### src/rtl/char_pkg.sv
// rtl/char_pkg.sv - shared character types and ASCII constants
package char_pkg;

    localparam int        CHAR_W     = 8;
    localparam logic [7:0] ASCII_LC_A = 8'd97;
    localparam logic [7:0] ASCII_LC_Z = 8'd122;
    localparam logic [7:0] CASE_DELTA = 8'd32;

    typedef logic [CHAR_W-1:0] char_t;

    function automatic logic is_lower(input char_t c);
        return (c >= ASCII_LC_A) && (c <= ASCII_LC_Z);
    endfunction

    function automatic char_t to_upper_ref(input char_t c);
        return is_lower(c) ? char_t'(c - CASE_DELTA) : c;
    endfunction

endpackage

### src/rtl/to_upper.sv
// rtl/to_upper.sv - gate-level ASCII lowercase to uppercase converter
module to_upper (
    input  logic a0,
    input  logic a1,
    input  logic a2,
    input  logic a3,
    input  logic a4,
    input  logic a5,
    input  logic a6,
    input  logic a7,
    output logic a0_out,
    output logic a1_out,
    output logic a2_out,
    output logic a3_out,
    output logic a4_out,
    output logic a5_out,
    output logic a6_out,
    output logic a7_out
);

    logic low_nonzero;
    logic low_gt_26;
    logic is_lc;

    // 'a'..'z' is 011x_xxxx with the low five bits in 1..26
    assign low_nonzero = a0 | a1 | a2 | a3 | a4;
    assign low_gt_26   = a4 & a3 & (a2 | (a1 & a0));
    assign is_lc       = ~a7 & a6 & a5 & low_nonzero & ~low_gt_26;

    assign a0_out = a0;
    assign a1_out = a1;
    assign a2_out = a2;
    assign a3_out = a3;
    assign a4_out = a4;
    assign a5_out = a5 & ~is_lc;
    assign a6_out = a6;
    assign a7_out = a7;

endmodule

### src/rtl/char_upper_fifo.sv
// rtl/char_upper_fifo.sv - to_upper conversion stage with output FIFO and statistics
module char_upper_fifo
    import char_pkg::*;
#(
    parameter int DEPTH = 4,
    parameter int CNT_W = 16
) (
    input  logic                   clk,
    input  logic                   rst,
    input  logic                   flush,
    input  logic [7:0]             in_data,
    input  logic                   in_valid,
    output logic                   in_ready,
    output logic [7:0]             out_data,
    output logic                   out_valid,
    input  logic                   out_ready,
    output logic [CNT_W-1:0]       char_count,
    output logic [CNT_W-1:0]       conv_count,
    output logic [$clog2(DEPTH):0] fifo_level
);

    localparam int PTR_W = $clog2(DEPTH);
    localparam int LVL_W = PTR_W + 1;
    localparam logic [LVL_W-1:0] FULL_LVL = LVL_W'(DEPTH);

    char_t             conv_byte;
    char_t             mem [DEPTH];
    logic [PTR_W-1:0]  wr_ptr;
    logic [PTR_W-1:0]  rd_ptr;
    logic [LVL_W-1:0]  level;
    logic              push;
    logic              pop;

    to_upper u_to_upper (
        .a0     (in_data[0]),
        .a1     (in_data[1]),
        .a2     (in_data[2]),
        .a3     (in_data[3]),
        .a4     (in_data[4]),
        .a5     (in_data[5]),
        .a6     (in_data[6]),
        .a7     (in_data[7]),
        .a0_out (conv_byte[0]),
        .a1_out (conv_byte[1]),
        .a2_out (conv_byte[2]),
        .a3_out (conv_byte[3]),
        .a4_out (conv_byte[4]),
        .a5_out (conv_byte[5]),
        .a6_out (conv_byte[6]),
        .a7_out (conv_byte[7])
    );

    // in_ready looks only at the level, so a full FIFO refuses even during a pop
    assign in_ready   = (level < FULL_LVL);
    assign out_valid  = (level != '0);
    assign out_data   = mem[rd_ptr];
    assign fifo_level = level;
    assign push       = in_valid && in_ready;
    assign pop        = out_valid && out_ready;

    always_ff @(posedge clk) begin
        if (!rst && !flush && push) begin
            mem[wr_ptr] <= conv_byte;
        end
    end

    always_ff @(posedge clk) begin
        if (rst) begin
            wr_ptr     <= '0;
            rd_ptr     <= '0;
            level      <= '0;
            char_count <= '0;
            conv_count <= '0;
        end else begin
            // the upstream handshake completed, so a push counts even if flushed
            if (push) begin
                char_count <= char_count + 1'b1;
                if (conv_byte != in_data) begin
                    conv_count <= conv_count + 1'b1;
                end
            end
            if (flush) begin
                wr_ptr <= '0;
                rd_ptr <= '0;
                level  <= '0;
            end else begin
                if (push) begin
                    wr_ptr <= wr_ptr + 1'b1;
                end
                if (pop) begin
                    rd_ptr <= rd_ptr + 1'b1;
                end
                case ({push, pop})
                    2'b10:   level <= level + 1'b1;
                    2'b01:   level <= level - 1'b1;
                    default: level <= level;
                endcase
            end
        end
    end

endmodule

### config.mk
export PLATFORM = sky130hd
export DESIGN_NAME = char_upper_fifo
export DESIGN_NICKNAME = d
export VERILOG_FILES = /design/src/rtl/char_pkg.sv /design/src/rtl/to_upper.sv /design/src/rtl/char_upper_fifo.sv
export SDC_FILE = /design/constraint.sdc
export NUM_CORES = 1
export LEC_CHECK = 0
export BUFFER_PORTS_ARGS = -buffer_cell sky130_fd_sc_hd__buf_2
export CAP_MARGIN = 20
export CORE_ASPECT_RATIO = 0.8
export CORE_MARGIN = 3
export CORE_UTILIZATION = 50
export DETAILED_ROUTE_END_ITERATION = 10
export PLACE_DENSITY = 0.69
export SLEW_MARGIN = 5
export SYNTH_ARGS = -nofsm -noshare
export SYNTH_HDL_FRONTEND = slang
export SYNTH_SLANG_ARGS = --single-unit
### constraint.sdc
create_clock -name clk -period 3.6 [get_ports clk]
set_clock_uncertainty 0.05 [all_clocks]
set_input_delay 0.18 -clock clk [delete_from_list [all_inputs] [get_ports clk]]
set_output_delay 0.18 -clock clk [all_outputs]
set_load 0.02 [all_outputs]
# Word level (Yosys, flattened, before mapping)
# Memories as Yosys holds them, arrays and structs flattened. A register that Yosys moved wholly into a read port is not among the register bits.
# Index checks and enable logic that the tools add are counted.
# word_totals
mem_count	1
output_inout_bits	45
reg_bits	39
inputBits	13
mem_bits_rw	32
# memory_table
memory	depth	width	read_ports	rd_clocked_by_memory_dff	write_ports	line	rtl
mem	4	8	1	1	1	char_upper_fifo.sv:27	char_t mem [DEPTH];
# classes
order_cmp	1
add_sub_neg	6
n_reduce_logical	10
mux	5
n_bitwise	16
n_eq_ne	3
# op_table
cell	n
$add A16 B1 Y16 const B	2
$and A1 B1 Y1	8
$pmux W3 S2	1
$or A1 B1 Y1	5
$add A2 B1 Y2 const B	2
$logic_and A1 B1 Y1	4
$mux W2	2
$add A3 B1 Y3 const B	1
$lt A3 B3 Y1 const B	1
$not A1 Y1	3
$reduce_bool A3 Y1	1
$sub A3 B1 Y3 const B	1
$eq A2 B1 Y1 const B	1
$eq A2 B2 Y1 const B	1
$logic_not A1 Y1	2
$mux W1	2
$reduce_and A2 Y1	1
$reduce_bool A2 Y1	1
$reduce_or A2 Y1	1
$ne A1 B1 Y1	1

# Depth between registers and ports, before layout
# Gate-level depths: netlist (run 1).
# depth
word_depth	10
ltp_mapped	9
ltp_nobuf	8

# Cells and area by module
# From an unflattened synthesis (run 1), not the netlist that was laid out.
# hier_totals
hier_cells	281
area_unflattened_um2	3268.1
# modules_own_cells
module	instances	cells_each	area_per_inst_um2
char_upper_fifo	1	267	3176.8
to_upper	1	14	91.3

# Least setup slack after synthesis (run 1)
# No wires, ideal clock.
# synth_path
kind	register to register
from	register level[2], in the netlist fifo_level[2]
to	register level[2], in the netlist fifo_level[2]
stages_incl_launch_ff	10
required_time_ns	3.480
setup_ns	0.070
n_path_buf	1
setup_slack_ns	1.281
arrival_ns	2.199
period_less_slack_ns	2.319
path_cell_list	dfxtp_1 and2b_1 buf_1 inv_1 ha_1 inv_1 fa_1 xor2_1 or3_1 a21oi_1
# synth_between
elab_chain_cells	4
elab_cells_between_ends	10
classes_between	2 x add/sub; 1 x order compare; 2 x eq/ne; 1 x mux; 4 x reduce/logical
# synth_rtl
element	line	rtl
start: declaration	char_upper_fifo.sv:30	logic [LVL_W-1:0] level;
start signal: assignment	char_upper_fifo.sv:94	2'b10: level <= level + 1'b1;
start signal: assignment	char_upper_fifo.sv:95	2'b01: level <= level - 1'b1;
start signal: assignment	char_upper_fifo.sv:96	default: level <= level;
$lt A3 B3 Y1 or $reduce_bool A3 Y1 (tied branches)	char_upper_fifo.sv:54, char_upper_fifo.sv:55	
$logic_and A1 B1 Y1, on equally long branches	char_upper_fifo.sv:58, char_upper_fifo.sv:59	
$eq A2 B1 Y1 or $eq A2 B2 Y1 (tied branches)	char_upper_fifo.sv:93	case ({push, pop})
$pmux W3 S2 or $reduce_bool A2 Y1 (tied branches)	n/a	
# Several ways; a longest one is shown, not always the timed one.
# A chain may end at the register's enable or synchronous reset.

# Final worst setup path (run 1)
# Ends and elaborated chain as after synthesis.

==> out/metrics.yaml, run 1 <==
status:
  status: "completed"
yosys:
  ys_seq_elements: 73
  synth_largest_area_cell: "edfxtp_1"
  netlist_area_um2: 3270
  yosysWarningCount: 0
  ys.flop_type: "dfxtp_1"
  syn-num-nets: 299
  synthDistinctLibCells: 49
  synth_edf_count: 32
  avgSynthCellArea_um2: 11.8
  ys_top_cells_by_area: "edfxtp_1, dfxtp_1, mux4_2"
  synthCells: 278
  synthArstFlopShare_pct: 0
  ys_seq_area_share_pct: 54.5
  yosysTopAreaCellShare_pct: 29.4
floorplan:
  die_area_um2: 7550
  placeableCoreArea_um2: 6130
  ios: 58
  initial_utilization_pct: 53.3
  rows: 25
  die_h_um: 78.3
  die_w_um: 96.4
detailed_routing:
  vias: 2357
  drt_iter0_drc: 102
  wl_um: 6420
  postRouteAntennaNets: 0
  wl_per_cell_um: 15.2
  drc: 0
  viasPerCell: 5.60
  first_pass_iters: 4
cts:
  cts.sink_count: 73
  cts_hold_buf: 0
  tritoncts: "yes"
  clockBufferDepth: 2
  cts_setup_buffers: 0
  clock_latency_ns: 0.34
  htreeDepth: 3
  path_clk_slew_ns: 0.08
  ctsResizeCount: 0
  root_buffer: "clkbuf_8"
  cts_made_buffers: 9
grt:
  grt_max_degree: 40
  grt_pass1_wl_um: 11000
  antenna_found_initial: 0
  grt_overflow: 0
  gr-usage-all-layers_pct: 19.1
  grt_pass1_vias: 2293
worst_setup_path:
  worst_setup_path_end_kind: "register"
  arrival_ns: 2.56
  start_kind: "register"
  path_buf_inv: 2
  critPathSlowestCell: "dfxtp_1"
  cpMostUsedCell: "inv_1"
  reg2reg_setup_slack_ns: 1.27
  critical_path.top_delay_family: "simple AND/OR/NAND/NOR gates"
  max_stage_delay_ns: 0.51
  crit_path_max_fanout: 14
  path_cells: "and2b_1 > inv_1 > ha_1 > inv_1 > fa_1 > xor2_1 > or3_1 > a21oi_1"
  crit_required_ns: 3.83
  crit_type: "register to register"
sta:
  fmax_mhz: 429
  rsz0062_at_grt: "false"
  fin_crit_sh_pct: 64.7
  relSlewSlack_pct: 55.0
  setup-tns-final_ns: 0
  setup_viol: 0
  post-route-min-period_ns: 2.33
  final_max_slew_viol_count: 0
  hold_violations: 0
  tightest_slew_ns: 0.675
finish:
  layout.cells.most_common: "buf_2"
  nFillCells: 530
  mostFrequentLayoutCells: "buf_2, dfxtp_1, edfxtp_1, nor2_1, a21oi_1"
  nets: 356
  antennaDiodeCount: 0
  drive_gt1_share_pct: 27.9
  syn2layout_area_growth_pct: 16.9
pwr:
  p_sw_mw: 0.377
  seq_power_share_pct: 52.7
  clockPowerShare_pct: 41.6
  power_mw: 1.67
  intPower_mw: 1.30
  p_sw_share_pct: 22.5
  p_comb_share_pct: 5.7
  power.density_nw_per_um2: 438
  ir_worst_vdd_mv: 0.301
  p_leak_nw: 1.42
placement:
  io_buffers: 57
  dpl.hpwl_um: 4460
  globalplace.congestion: 0.775
hold_path:
  hold_path_class: "primary input to register"
job:
  cap_viol_max_count: 0
[synth_stat cells (3+ instances only)]
library cell,instances
nand3_1,9
and3_1,7
clkbuf_1,4
inv_1,11
nand4b_1,4
nor3_1,3
mux4_2,8
or4_1,7
dfxtp_1,41
o21ai_0,5
nand2_1,6
xor2_1,8
nand2b_1,3
or3_1,4
nor2_1,28
a21oi_1,18
ha_1,7
nand4_1,10
buf_1,4
edfxtp_1,32
xnor2_1,8
o41ai_1,3
o31ai_1,8
nor2b_1,5
[worst paths after layout]
path / cells after the start / end / startpoint
max: 8 / fifo_level[2]$_SDFFE_PP0P_ / fifo_level[2]$_SDFFE_PP0P_
min: 1 / mem[0][4]$_DFFE_PP_ / in_data[4]
max reg2reg: 8 / fifo_level[2]$_SDFFE_PP0P_ / fifo_level[2]$_SDFFE_PP0P_
min reg2reg: 2 / conv_count[14]$_SDFFE_PP0P_ / conv_count[14]$_SDFFE_PP0P_
[worst reg2reg max path, cell delays in order, from the launching register on]
cell and delay [ns]:
dfxtp_1 0.51, and2b_1 0.39, inv_1 0.12, ha_1 0.18, inv_1 0.06, fa_1 0.37
xor2_1 0.16, or3_1 0.30, a21oi_1 0.13
[layer usage]
layer	vias to the layer above	global-route usage, %	part of all wire [%]
li1	1152	-	-
met1	1131	25.5	48
met2	66	28.1	44
met3	8	7.38	6.1
met4	0	7.28	1.4
met5	-	0	0
[registers in the layout, summed over array words and instances, names as in the netlist, named ones only]
| name | flops |
|---|---|
| rd_ptr | 2 |
| wr_ptr | 2 |
| char_count | 16 |
| fifo_level | 3 |
| mem | 32 |
| conv_count | 16 |
[power groups by stage]
stage / Clock (mW) / Combinational [mW] / Sequential [mW]
6_report: 0.696 / 0.0952 / 0.882
5_1_grt: 0.758 / 0.106 / 0.884
4_1_cts: 0.714 / 0.0961 / 0.882
3_5_place_dp: 0 / 0.0960 / 0.901
3_3_place_gp: 0 / 0.0941 / 0.901
2_1_floorplan: 0 / 0.0610 / 0.903
[metrics by stage]
step / std cells / setup slack [ns] / area (um^2) / hold slack (ns) / utilization [%]
2_1_floorplan: 278 / 1.28 / 3270 / 0.229 / -
3_3_place_gp: 405 / 1.40 / 3610 / 0.380 / 58.8
3_5_place_dp: 405 / 1.28 / 3610 / 0.389 / 58.8
4_1_cts: 421 / 1.26 / 3820 / 0.0238 / 62.4
5_1_grt: 421 / 1.04 / 3820 / 0.0144 / 62.4
6_report: 421 / 1.27 / 3820 / 0.0335 / 62.4
[cell families after synthesis]
logic type               Yosys count  synth area share [%]
XOR/XNOR                          16                  4.28
AO/OA/AOI/OAI                     39                  8.11
multiplexers                      14                  7.50
flip-flops                        73                  54.5
buffers and inverters             22                  2.83
adder cells (fa/ha/maj)            8                  3.29
AND/OR/NAND/NOR                  106                  19.5
[final cells by class]
cell class,count,area [um^2],area share (%)
Clock buffer,9,124,3.24
Inverter,11,41.3,1.08
Multi-Input combinational cell,183,1400,36.5
Sequential cell,73,1780,46.6
Timing Repair Buffer,57,285,7.46
Clock inverter,7,95.1,2.49
Tap cell,81,101,2.65
Power figures use the tool's default switching activity.
==> run 2, diff against run 1 <==
Settings changed: PLACE_DENSITY 0.69 to 0.71.
Clock period 3.6 ns to 2.05 ns, I/O delays scaled along.
==> out/metrics.yaml, run 2 (same netlist as run 1, synthesis figures left out) <==
finish:
  layout.cells.most_common: "buf_2"
  antennaDiodeCount: 0  # unchanged
  drive_gt1_share_pct: 29.9  # +2.0 points
  nets: 370  # +3.9%
  fin_area_um2: 4010  # +4.7%
  final_cells: 435  # +3.3%
  nFillCells: 502  # -5.3%
  mostFrequentLayoutCells: "buf_2, dfxtp_1, edfxtp_1, nor2_1, a21oi_1"
  syn2layout_area_growth_pct: 22.5
  reg.largest.list: "mem: 32 flops, char_count: 16 flops, conv_count: 16 flops"
  largest_register_ffs: 32  # unchanged
  utilization_pct: 65.3  # +2.9 points
  regMostFlops: "mem"
pwr:
  power.density_nw_per_um2: 801  # +83%
  power_mw: 3.21  # +92%
  p_leak_nw: 1.51  # +6.4%
  ir_worst_vdd_mv: 0.503  # +67%
sta:
  fmax_mhz: 512  # +19%
  post-route-min-period_ns: 1.95  # -0.377 ns
  setup-tns-final_ns: 0  # unchanged
  tightest_slew_ns: 0.531  # -0.144 ns
  fin_crit_sh_pct: 95.2  # +31 points
  setup_ws_ns: 0.0981  # -1.17 ns
  final_max_slew_viol_count: 0  # unchanged
  setup_viol: 0  # unchanged
  hold_violations: 0  # unchanged
  worst_hold_slack_ns: 0.0920  # +0.0586 ns
  rsz0062_at_grt: "false"
  relSlewSlack_pct: 64.6  # +9.6 points
worst_setup_path:
  rr_worst_depth: 8  # unchanged
  cpMostUsedCell: "inv_1"
  r2r-start: "fifo_level[2]$_SDFFE_PP0P_"
  path_cells: "and2b_2 > inv_1 > ha_2 > inv_1 > fa_2 > xor2_1 > or3_1 > a21oi_1"
  start_kind: "register"
  r2r-end: "fifo_level[2]$_SDFFE_PP0P_"
  worst_setup_path_end_kind: "register"
  crit_path_max_fanout: 10  # -4
  critical_path.top_delay_family: "simple AND/OR/NAND/NOR gates"
  reg2reg_setup_slack_ns: 0.1  # -1.17 ns
  arrival_ns: 2.17  # -0.39 ns
  path_buf_inv: 2  # unchanged
  max_stage_delay_ns: 0.39  # -0.12 ns
  critPathSlowestCell: "dfxtp_4"
  crit_required_ns: 2.26  # -1.57 ns
  crit_type: "register to register"
placement:
  place_area_um2: 3670  # +1.7%
  dpl_worst_slack_ns: 0.122  # -1.16 ns
  io_buffers: 57  # unchanged
  dpl.hpwl_um: 4520  # +1.3%
  globalplace.congestion: 0.773  # -0.31%
  dp.cells: 412  # +1.7%
floorplan:
  placeableCoreArea_um2: 6130  # unchanged
  die_h_um: 78.3  # unchanged
  ios: 58  # unchanged
  die_area_um2: 7550  # unchanged
  rows: 25  # unchanged
  die_w_um: 96.4  # unchanged
  initial_utilization_pct: 53.3  # unchanged
detailed_routing:
  viasPerCell: 5.61  # +0.19%
  drt_iter0_drc: 92  # -9.8%
  wl_per_cell_um: 15.5  # +1.7%
  drc: 0  # unchanged
  wl_um: 6750  # +5.1%
  vias: 2440  # +3.5%
  postRouteAntennaNets: 0  # unchanged
  first_pass_iters: 4  # unchanged
cts:
  htreeDepth: 3  # unchanged
  clock_latency_ns: 0.34  # about the same
  cts.sink_count: 73  # unchanged
  tritoncts: "yes"
  clockBufferDepth: 2  # unchanged
  cts_made_buffers: 9  # unchanged
  cts_setup_buffers: 0  # unchanged
  ctsResizeCount: 0  # unchanged
  root_buffer: "clkbuf_8"
  path_clk_slew_ns: 0.07  # about the same
grt:
  grt.busiest_layer: "met2"
  grt_pass1_wl_um: 11300  # +2.5%
  gr-usage-all-layers_pct: 19.6  # +0.45 points
  antenna_found_initial: 0  # unchanged
  grt_max_degree: 39  # -2.5%
  use_met1_pct: 26.7  # +1.3 points
  grt_overflow: 0  # unchanged
  grt_pass1_vias: 2358  # +2.8%
  met2_usage_pct: 29.7  # +1.6 points
  grt_util_met3_pct: 6.42  # -0.96 points
hold_path:
  hold_path_end: "fifo_level[2]$_SDFFE_PP0P_"
  hp-start: "flush"
  hold_path_class: "primary input to register"
  min_path_cells: 3  # +2
job:
  cap_viol_max_count: 0  # unchanged
status:
  status: "completed"
run 2: cell count changes in the layout (fill, tap and decap cells not counted), sizes merged:
cell / previous run / this run
buf: 57 / 64
dlygate4sd3: 0 / 7
bufinv: 2 / 4
clkinvlp: 2 / 0
run 2: worst reg2reg max path, stage by stage, from the launching register on:
cell and delay (ns):
dfxtp_4 0.39, and2b_2 0.23, inv_1 0.06, ha_2 0.18, inv_1 0.06, fa_2 0.34, xor2_1 0.16, or3_1 0.31
a21oi_1 0.11
run 2: worst max-delay path by stage:
stage                                     startpoint                          to  slack [ns]  depth (start not counted)
after floorplan           fifo_level[2]$_SDFFE_PP0P_  fifo_level[2]$_SDFFE_PP0P_       0.009                          9
after global placement    fifo_level[2]$_SDFFE_PP0P_  fifo_level[2]$_SDFFE_PP0P_        0.19                          8
after detailed placement  fifo_level[2]$_SDFFE_PP0P_  fifo_level[2]$_SDFFE_PP0P_        0.12                          8
after CTS                 fifo_level[2]$_SDFFE_PP0P_  fifo_level[2]$_SDFFE_PP0P_        0.08                          8
after global routing      fifo_level[2]$_SDFFE_PP0P_  fifo_level[2]$_SDFFE_PP0P_       0.002                          8
final                     fifo_level[2]$_SDFFE_PP0P_  fifo_level[2]$_SDFFE_PP0P_         0.1                          8
run 2: final cells by class:
cell class	count	area [um^2]	area share (%)
clock buffer	9	124	3.09
clock inverter	7	143	3.56
inverter	11	41.3	1.03
multi-input combinational	183	1400	35.0
sequential	73	1790	44.6
tap	81	101	2.53
timing repair buffer	71	408	10.2
run 2: power by group:
part / internal, mW / switching [mW]
Sequential: 1.53 / 0.0132
Combinational: 0.0751 / 0.116
Clock: 0.933 / 0.538
run 2: repair_timing:
item / 4_1_cts / 5_1_grt
endpoints found under the hold margin: 28 / 0
hold buffers: 7 / 0
setup endpoints to repair: 0 / 0
run 2: layer usage:
layer / wire length [um] / vias up
met5: 0 / -
met4: 62 / 0
met3: 347 / 7
met2: 3140 / 64
met1: 3200 / 1186
li1: - / 1183
